### config.mk
export PLATFORM = sky130hd
export DESIGN_NAME = synapse_frame_loader_flat
export DESIGN_NICKNAME = d
export VERILOG_FILES = /design/src/rtl/neuron_pkg.sv /design/src/rtl/synapse_frame_loader_if.sv /design/src/rtl/frame_hold_reg.sv /design/src/rtl/synapse_frame_loader.sv /design/src/flat_wrapper.sv
export SDC_FILE = /design/constraint.sdc
export NUM_CORES = 1
export LEC_CHECK = 0
export ABC_AREA = 0
export CAP_MARGIN = 0
export CORE_MARGIN = 2
export CORE_UTILIZATION = 36
export CTS_CLUSTER_DIAMETER = 120
export DETAILED_ROUTE_END_ITERATION = 8
export SLEW_MARGIN = 10
export SYNTH_ARGS = -nofsm -noshare
export SYNTH_HDL_FRONTEND = slang
export SYNTH_HIERARCHICAL = 1
export SYNTH_SLANG_ARGS = --single-unit
### constraint.sdc
create_clock -name CK -period 4.6 [get_ports CK]
set_input_delay 0.46 -clock CK [delete_from_list [all_inputs] [get_ports CK]]
set_output_delay 0.46 -clock CK [all_outputs]
set_load 0.01 [all_outputs]
### src/rtl/neuron_pkg.sv
// Shared types and sizing for the synapse adder-tree datapath.
// A frame is NEURON_LANES lanes of NEURON_WIDTH bits, with lane 0 in the least significant bits.
package neuron_pkg;

    localparam int unsigned NEURON_WIDTH = 8;
    localparam int unsigned NEURON_LANES = 8;
    localparam int unsigned CNT_W        = $clog2(NEURON_LANES);

    typedef logic [NEURON_WIDTH-1:0] lane_t;
    typedef lane_t [NEURON_LANES-1:0] frame_t;

endpackage

### src/rtl/synapse_frame_loader_if.sv
// Byte stream in and frame stream out of the synapse frame loader.
// The master drives the byte stream and out_ready; the slave is the loader itself.
interface synapse_frame_loader_if;

    neuron_pkg::lane_t  in_data;
    logic               in_valid;
    logic               in_last;
    logic               in_ready;
    neuron_pkg::frame_t out_lanes;
    logic               out_valid;
    logic               out_ready;
    logic               frame_short;

    modport master (
        output in_data, in_valid, in_last, out_ready,
        input  in_ready, out_lanes, out_valid, frame_short
    );

    modport slave (
        input  in_data, in_valid, in_last, out_ready,
        output in_ready, out_lanes, out_valid, frame_short
    );

endinterface

### src/rtl/frame_hold_reg.sv
// Output hold stage: a registered frame with its valid and short flags.
// A load takes priority over a consume, so a frame can be consumed and replaced at the same edge.
module frame_hold_reg
    import neuron_pkg::*;
(
    input  logic   CK,
    input  logic   RB,
    input  logic   i_load,
    input  frame_t i_frame,
    input  logic   i_short,
    input  logic   i_ready,
    output frame_t o_frame,
    output logic   o_valid,
    output logic   o_short
);

    frame_t r_frame;
    logic   r_valid;
    logic   r_short;

    always_ff @(posedge CK or negedge RB) begin
        if (!RB) begin
            r_frame <= '0;
            r_valid <= 1'b0;
            r_short <= 1'b0;
        end else if (i_load) begin
            r_frame <= i_frame;
            r_valid <= 1'b1;
            r_short <= i_short;
        end else if (r_valid && i_ready) begin
            // The frame data stays on the bus after it has been consumed.
            r_valid <= 1'b0;
        end
    end

    assign o_frame = r_frame;
    assign o_valid = r_valid;
    assign o_short = r_short;

endmodule

### src/rtl/synapse_frame_loader.sv
// Assembles a byte stream into 8-lane frames, lane 0 first, for the adder tree.
// The fill stage and the hold stage are double-buffered, so frames can stream at 1 byte per cycle.
module synapse_frame_loader
    import neuron_pkg::*;
(
    input  logic                   CK,
    input  logic                   RB,
    synapse_frame_loader_if.slave  bus
);

    logic [CNT_W-1:0] r_count;
    frame_t           r_fill;
    logic             r_fill_full;
    logic             r_fill_short;
    logic             r_en;

    logic             w_in_ready;
    logic             w_accept;
    logic             w_last_lane;
    logic             w_complete;
    logic             w_short_in;
    logic             w_hold_valid;
    logic             w_hold_free;
    logic             w_load;
    frame_t           w_frame;
    frame_t           w_load_frame;
    logic             w_load_short;

    // r_en keeps in_ready low through reset and until the first edge after release.
    assign w_in_ready  = r_en && !r_fill_full;
    assign w_accept    = bus.in_valid && w_in_ready;
    assign w_last_lane = (r_count == CNT_W'(NEURON_LANES - 1));
    assign w_complete  = w_accept && (w_last_lane || bus.in_last);
    assign w_short_in  = bus.in_last && !w_last_lane;
    assign w_hold_free = !w_hold_valid || bus.out_ready;
    assign w_load      = w_hold_free && (r_fill_full || w_complete);

    // The fill lanes above r_count are always zero, which zero-pads short frames.
    always_comb begin
        w_frame          = r_fill;
        w_frame[r_count] = bus.in_data;
    end

    assign w_load_frame = r_fill_full ? r_fill : w_frame;
    assign w_load_short = r_fill_full ? r_fill_short : w_short_in;

    always_ff @(posedge CK or negedge RB) begin
        if (!RB) begin
            r_count      <= '0;
            r_fill       <= '0;
            r_fill_full  <= 1'b0;
            r_fill_short <= 1'b0;
            r_en         <= 1'b0;
        end else begin
            r_en <= 1'b1;
            if (r_fill_full) begin
                if (w_hold_free) begin
                    r_count      <= '0;
                    r_fill       <= '0;
                    r_fill_full  <= 1'b0;
                    r_fill_short <= 1'b0;
                end
            end else if (w_accept) begin
                if (w_complete && w_hold_free) begin
                    r_count <= '0;
                    r_fill  <= '0;
                end else if (w_complete) begin
                    r_fill[r_count] <= bus.in_data;
                    r_fill_full     <= 1'b1;
                    r_fill_short    <= w_short_in;
                end else begin
                    r_fill[r_count] <= bus.in_data;
                    r_count         <= r_count + CNT_W'(1);
                end
            end
        end
    end

    frame_hold_reg u_hold (
        .CK      (CK),
        .RB      (RB),
        .i_load  (w_load),
        .i_frame (w_load_frame),
        .i_short (w_load_short),
        .i_ready (bus.out_ready),
        .o_frame (bus.out_lanes),
        .o_valid (w_hold_valid),
        .o_short (bus.frame_short)
    );

    assign bus.out_valid = w_hold_valid;
    assign bus.in_ready  = w_in_ready;

endmodule

### src/flat_wrapper.sv
// flat-port wrapper written by rule: the top's interface ports become plain ports
module synapse_frame_loader_flat import neuron_pkg::*;
  (CK, RB, bus_in_data, bus_in_valid, bus_in_last, bus_out_ready, bus_in_ready, bus_out_lanes, bus_out_valid, bus_frame_short);
  synapse_frame_loader_if bus_i ();
  input  logic CK;
  input  logic RB;
  input wire logic [$bits(bus_i.in_data)-1:0] bus_in_data;
  input wire logic [$bits(bus_i.in_valid)-1:0] bus_in_valid;
  input wire logic [$bits(bus_i.in_last)-1:0] bus_in_last;
  input wire logic [$bits(bus_i.out_ready)-1:0] bus_out_ready;
  output wire logic [$bits(bus_i.in_ready)-1:0] bus_in_ready;
  output wire logic [$bits(bus_i.out_lanes)-1:0] bus_out_lanes;
  output wire logic [$bits(bus_i.out_valid)-1:0] bus_out_valid;
  output wire logic [$bits(bus_i.frame_short)-1:0] bus_frame_short;
  assign bus_i.in_data = bus_in_data;
  assign bus_i.in_valid = bus_in_valid;
  assign bus_i.in_last = bus_in_last;
  assign bus_i.out_ready = bus_out_ready;
  assign bus_in_ready = bus_i.in_ready;
  assign bus_out_lanes = bus_i.out_lanes;
  assign bus_out_valid = bus_i.out_valid;
  assign bus_frame_short = bus_i.frame_short;
  synapse_frame_loader u_core (.CK(CK), .RB(RB), .bus(bus_i));
endmodule
Word level (Yosys, flattened, before mapping). Cells that the tools add are included.

Flip-flop bits (word level): 136. Input port bits: 13. Output and inout bits: 67. Word-level logic and storage cells: 75.

Add/subtract/negate cells: 1. Magnitude comparators: 2. Eq/ne operators: 4. Muxes and demuxes: 26. Reduce and logical (&&, ||, !) cells: 20.

Operator list (number): $mux 64 (5); $bwmux 64 (1); $demux 8 s3 (1); $mux 3 (5); $mux 1 (13); $logic_and 1x1->1 (8); $mux 8 (1); $reduce_bool 2->1 (3); $lt 3x4->1 const B (1); $reduce_and 4->1 (1); $add 3x1->3 const B (1); $eq 3x3->1 const B (1); $ge 3x1->1 const B (1); $logic_not 1->1 (3); $logic_or 1x1->1 (3); $ne 3x2->1 const B (1); $reduce_and 3->1 (1); $ne 2x1->1 const B (1); $ne 2x2->1 const B (1); $reduce_and 2->1 (1).

Logic depth before layout (Yosys ltp).
Depth after elaboration: 8. Depth in mapped cells: 9. Depth with buffers taken out: 6.

By module. The synthesis kept the hierarchy.

Modules (own cells, without submodules): synapse_frame_loader (times used 1, cells an instance 554, area each 5241.3 sq um, sequential area each 1751.7 sq um); frame_hold_reg (times used 1, cells an instance 140, area each 2607.5 sq um, sequential area each 1651.6 sq um).

Least setup slack after synthesis. Ideal clock, no wire load.

Path kind: reg-to-reg. Start: register u_core.r_count[0]. End: register u_core.u_hold.r_frame (netlist bit u_core/u_hold/o_frame[10]). Setup time: 0.125 ns. Data arrival time: 2.103 ns. Data required time: 4.475 ns. Path slack: 2.372 ns. Stages on the path, launching flop included: 10. Path buffers: 3. Cell sequence: dfrtp_1 -> ha_1 -> ha_1 -> nor2_1 -> clkbuf_1 -> o21a_1 -> nor2_1 -> buf_6 -> buf_6 -> mux2_4.

RTL lines: start, declared (RTL line synapse_frame_loader.sv:11) `logic [CNT_W-1:0] r_count;`; start signal, assigned (RTL line synapse_frame_loader.sv:73) `r_count <= r_count + CNT_W'(1);`; $eq 3x3->1 (RTL line synapse_frame_loader.sv:32) `assign w_last_lane = (r_count == CNT_W'(NEURON_LANES - 1));`; $logic_or 1x1->1 (RTL line synapse_frame_loader.sv:33) `assign w_complete = w_accept && (w_last_lane || bus.in_last);`; $logic_and 1x1->1 (RTL line synapse_frame_loader.sv:33); $logic_or 1x1->1 (RTL line synapse_frame_loader.sv:36) `assign w_load = w_hold_free && (r_fill_full || w_complete);`; $logic_and 1x1->1 (RTL line synapse_frame_loader.sv:36); net u_core.w_load (RTL line synapse_frame_loader.sv:24) `logic w_load;`; end signal, assigned (RTL line frame_hold_reg.sv:27) `r_frame <= i_frame;`; end, declared (RTL line frame_hold_reg.sv:17) `frame_t r_frame;`.

The timed path passes the listed nets, and every way through them passes these cells. A chain may end at the register's enable or synchronous reset.

Final worst setup path.
Start: register u_core.r_count[0]. End: register u_core.u_hold.r_frame (netlist bit u_core/u_hold/o_frame[23]).

Same word-level chain as after synthesis.

==> results.yml <==
status:
  status: "completed"
setup_path:
  crit_type: "reg -> reg"
  cp_slowest_stage_delay_ps: 820
  critical_path.endpoint_type: "register"
  crit_arrival_ps: 3360
  cp.required_ps: 4910
  cp_max_fo: 26
  cp_num_buf_inv: 1
  crit_chain: "ha_1, ha_1, nor2_4, o21a_1, nor2_4, buf_4, mux2_2"
  cpLargestDelayFamily: "flip-flops"
  worstSetupStartpointType: "register"
  cpMaxStageDelayCell: "dfrtp_1"
global_routing:
  grt_pass1_wl_um: 34200
  grt_pass1_vias: 6114
  grt_max_degree: 130
  globalRouteTotalUtil_pct: 19.3
  antenna_found_initial: 0
  overflow: 0
finish:
  drive_gt1_share_pct: 23.9
  post-route-util_pct: 42.3
  layout.cells.most_common: "dfrtp_1"
  synthToLayoutAreaGrowth_pct: 16.5
  multi_input_area_um2: 3950
  final_cell_mix: "136 x dfrtp_1, 128 x o211ai_1, 80 x mux2_2"
  num-nets-final: 719
  diodes: 0
  seq_area_um2: 3400
  n_fill_cell: 2026
sta:
  rsz0062_at_grt: "no"
  finalHoldViolCount: 0
  fin_setup_tns_ps: 0
  fin_crit_sh_pct: 66.4
  skew_ps: 11.1
  setup_violations: 0
  period_needed_ps: 3060
  maxSlewHeadroom_pct: 32.7
  slew_violations: 0
  max_freq_ghz: 0.327
  worst_pin_slew_ps: 1010
  worst_slack_ps: 1540
clock_network:
  postCtsSetupRepairBufs: 0
  cts_sinks: 136
  path_clk_slew_ps: 60
  cts_made_buffers: 17
  htree_levels: 4
  worstSkewPairLatency_ps: 430
  root_buffer: "clkbuf_16"
  cts_hold_buf: 0
  cts_resized: 0
  cts.path.max_buffers: 2
  tritoncts: "done"
pwr:
  p_total_w: 0.00457
  combPwrFrac_pct: 33.6
  p_leak_nw: 3.90
  net-switching-power_w: 0.00144
  p_clk_share_pct: 28.9
  seq_power_share_pct: 37.6
  vdd_drop_max_mv: 0.240
  powerDensity_nw_per_um2: 499
  swShare_pct: 31.6
  intPower_w: 0.00312
floorplanning:
  start_util_pct: 36.3
  die_w_um: 152
  fp.dieH_um: 152
  io_pins: 80
  rows: 54
  core-area_um2: 21600
  die_area_um2: 23000
yosys:
  syn-num-nets: 709
  yosysWarnings: 6
  synth_area_per_cell_um2: 11.3
  ys_ff_latch: 136
  yosysSeqAreaShare_pct: 43.4
  synth_area_um2: 7850
  synth_cell_types: 41
  synthCells: 694
run:
  maxCapViolCount: 0
placement:
  io_buffers: 79
  pre_cts_slack_ps: 1410
  place.gp.congestion: 0.790
  dp_hpwl_um: 12500
detailed_routing:
  drtIter0Drc: 602
  drc: 0
  drt_first_pass_iters: 5
  dr_total_vias: 6100
  vias_per_cell: 6.12
  wire_per_inst_um: 21.8
  drt.antenna.violating_nets: 0
  totalWireLength_um: 21800
min_path:
  hold_path_class: "in -> async"
-- worst paths after layout --
check / depth (start not counted) / endpoint / slack, ps / startpoint
setup / recovery: 7 / u_core/u_hold/o_frame[23] / 1540 / u_core/r_count[0]
hold / removal: 1 / u_core/u_hold/o_frame[3] / 170 / RB
setup reg to reg: 7 / u_core/u_hold/o_frame[23] / 1540 / u_core/r_count[0]
hold reg to reg: 1 / u_core/u_hold/o_frame[14] / 510 / u_core/u_hold/o_frame[14]
max in group asynchronous: 2 / u_core/u_hold/o_frame[26] / 3420 / RB
min in group CK: 1 / u_core/u_hold/o_frame[14] / 510 / u_core/u_hold/o_frame[14]
-- through the flow --
step | instances | cell area (µm²) | hold slack [ps]
finish | 996 | 9150 | 173
detailed placement | 965 | 8590 | 498
global placement | 965 | 8590 | 497
global route | 996 | 9150 | 253
CTS | 996 | 9140 | 224
floorplan | 694 | 7850 | 164
-- kinds of logic after synthesis --
logic type,synth area share (%)
flops,43.4
fa+ha+maj,0.319
buf+inv,6.65
compound gates,20.2
other cells,0.0478
mux,19.7
simple gates,9.68
-- metal layers --
metal | share of wire, % | GRT usage [%]
met5 | 0 | 0
met2 | 47 | 29.7
met4 | 2.3 | 7.18
met3 | 5.4 | 4.07
met1 | 46 | 26.9
-- state kept, by name, indices dropped and copies added, names as in the netlist --
register	flops
u_core/r_en	1
u_core/u_hold/o_frame	64
u_core/r_count	3
u_core/r_fill_short	1
u_core/r_fill	64
u_core/u_hold/o_valid	1
u_core/u_hold/o_short	1
u_core/r_fill_full	1
-- power groups by stage --
| stage | Combinational [W] | Clock (W) | Sequential, W |
|---|---|---|---|
| after floorplan | 0.000984 | 0 | 0.00172 |
| after global placement | 0.00150 | 0 | 0.00172 |
| after detailed placement | 0.00153 | 0 | 0.00174 |
| after CTS | 0.00154 | 0.00134 | 0.00172 |
| after global routing | 0.00165 | 0.00141 | 0.00176 |
| final | 0.00153 | 0.00132 | 0.00172 |
-- area by class of cell --
cell class                 instances  share of cell area, %
tap                              280                   3.83
timing repair buffer              90                   9.60
sequential                       136                   37.2
inverter                           3                  0.123
clock buffer                      22                   4.97
clock inverter                     9                   1.11
multi-input combinational        456                   43.2
-- synth_stat cells --
library cell,number,area (µm²)
a21o_1,1,7.51
a21oi_1,1,5.00
a22oi_1,1,7.51
and2b_1,1,7.51
and3_1,8,50.1
and3b_2,1,10.0
and4b_1,1,10.0
and4bb_2,3,37.5
buf_1,4,15.0
buf_2,26,130
buf_4,7,52.6
buf_6,8,90.1
buf_8,1,15.0
clkbuf_1,46,173
clkbuf_2,7,35.0
conb_1,1,3.75
dfrtp_1,136,3400
ha_1,2,25.0
inv_1,3,11.3
mux2_2,80,901
mux2_4,41,616
mux2i_1,3,30.0
nand2_1,26,97.6
nand2b_1,2,12.5
nand3_1,65,325
nand3b_1,5,37.5
nand4b_1,1,8.76
nor2_1,3,11.3
nor2b_1,1,6.26
nor3_1,1,5.00
nor3b_1,2,15.0
nor4_4,1,21.3
nor4b_4,3,71.3
o2111ai_1,64,561
o211ai_1,128,961
o21a_1,1,7.51
o21ai_0,1,5.00
o2bb2ai_1,3,26.3
o32ai_1,1,8.76
or3_1,1,6.26
or3b_1,3,26.3
Note: power is estimated with default switching activity, not from simulation.
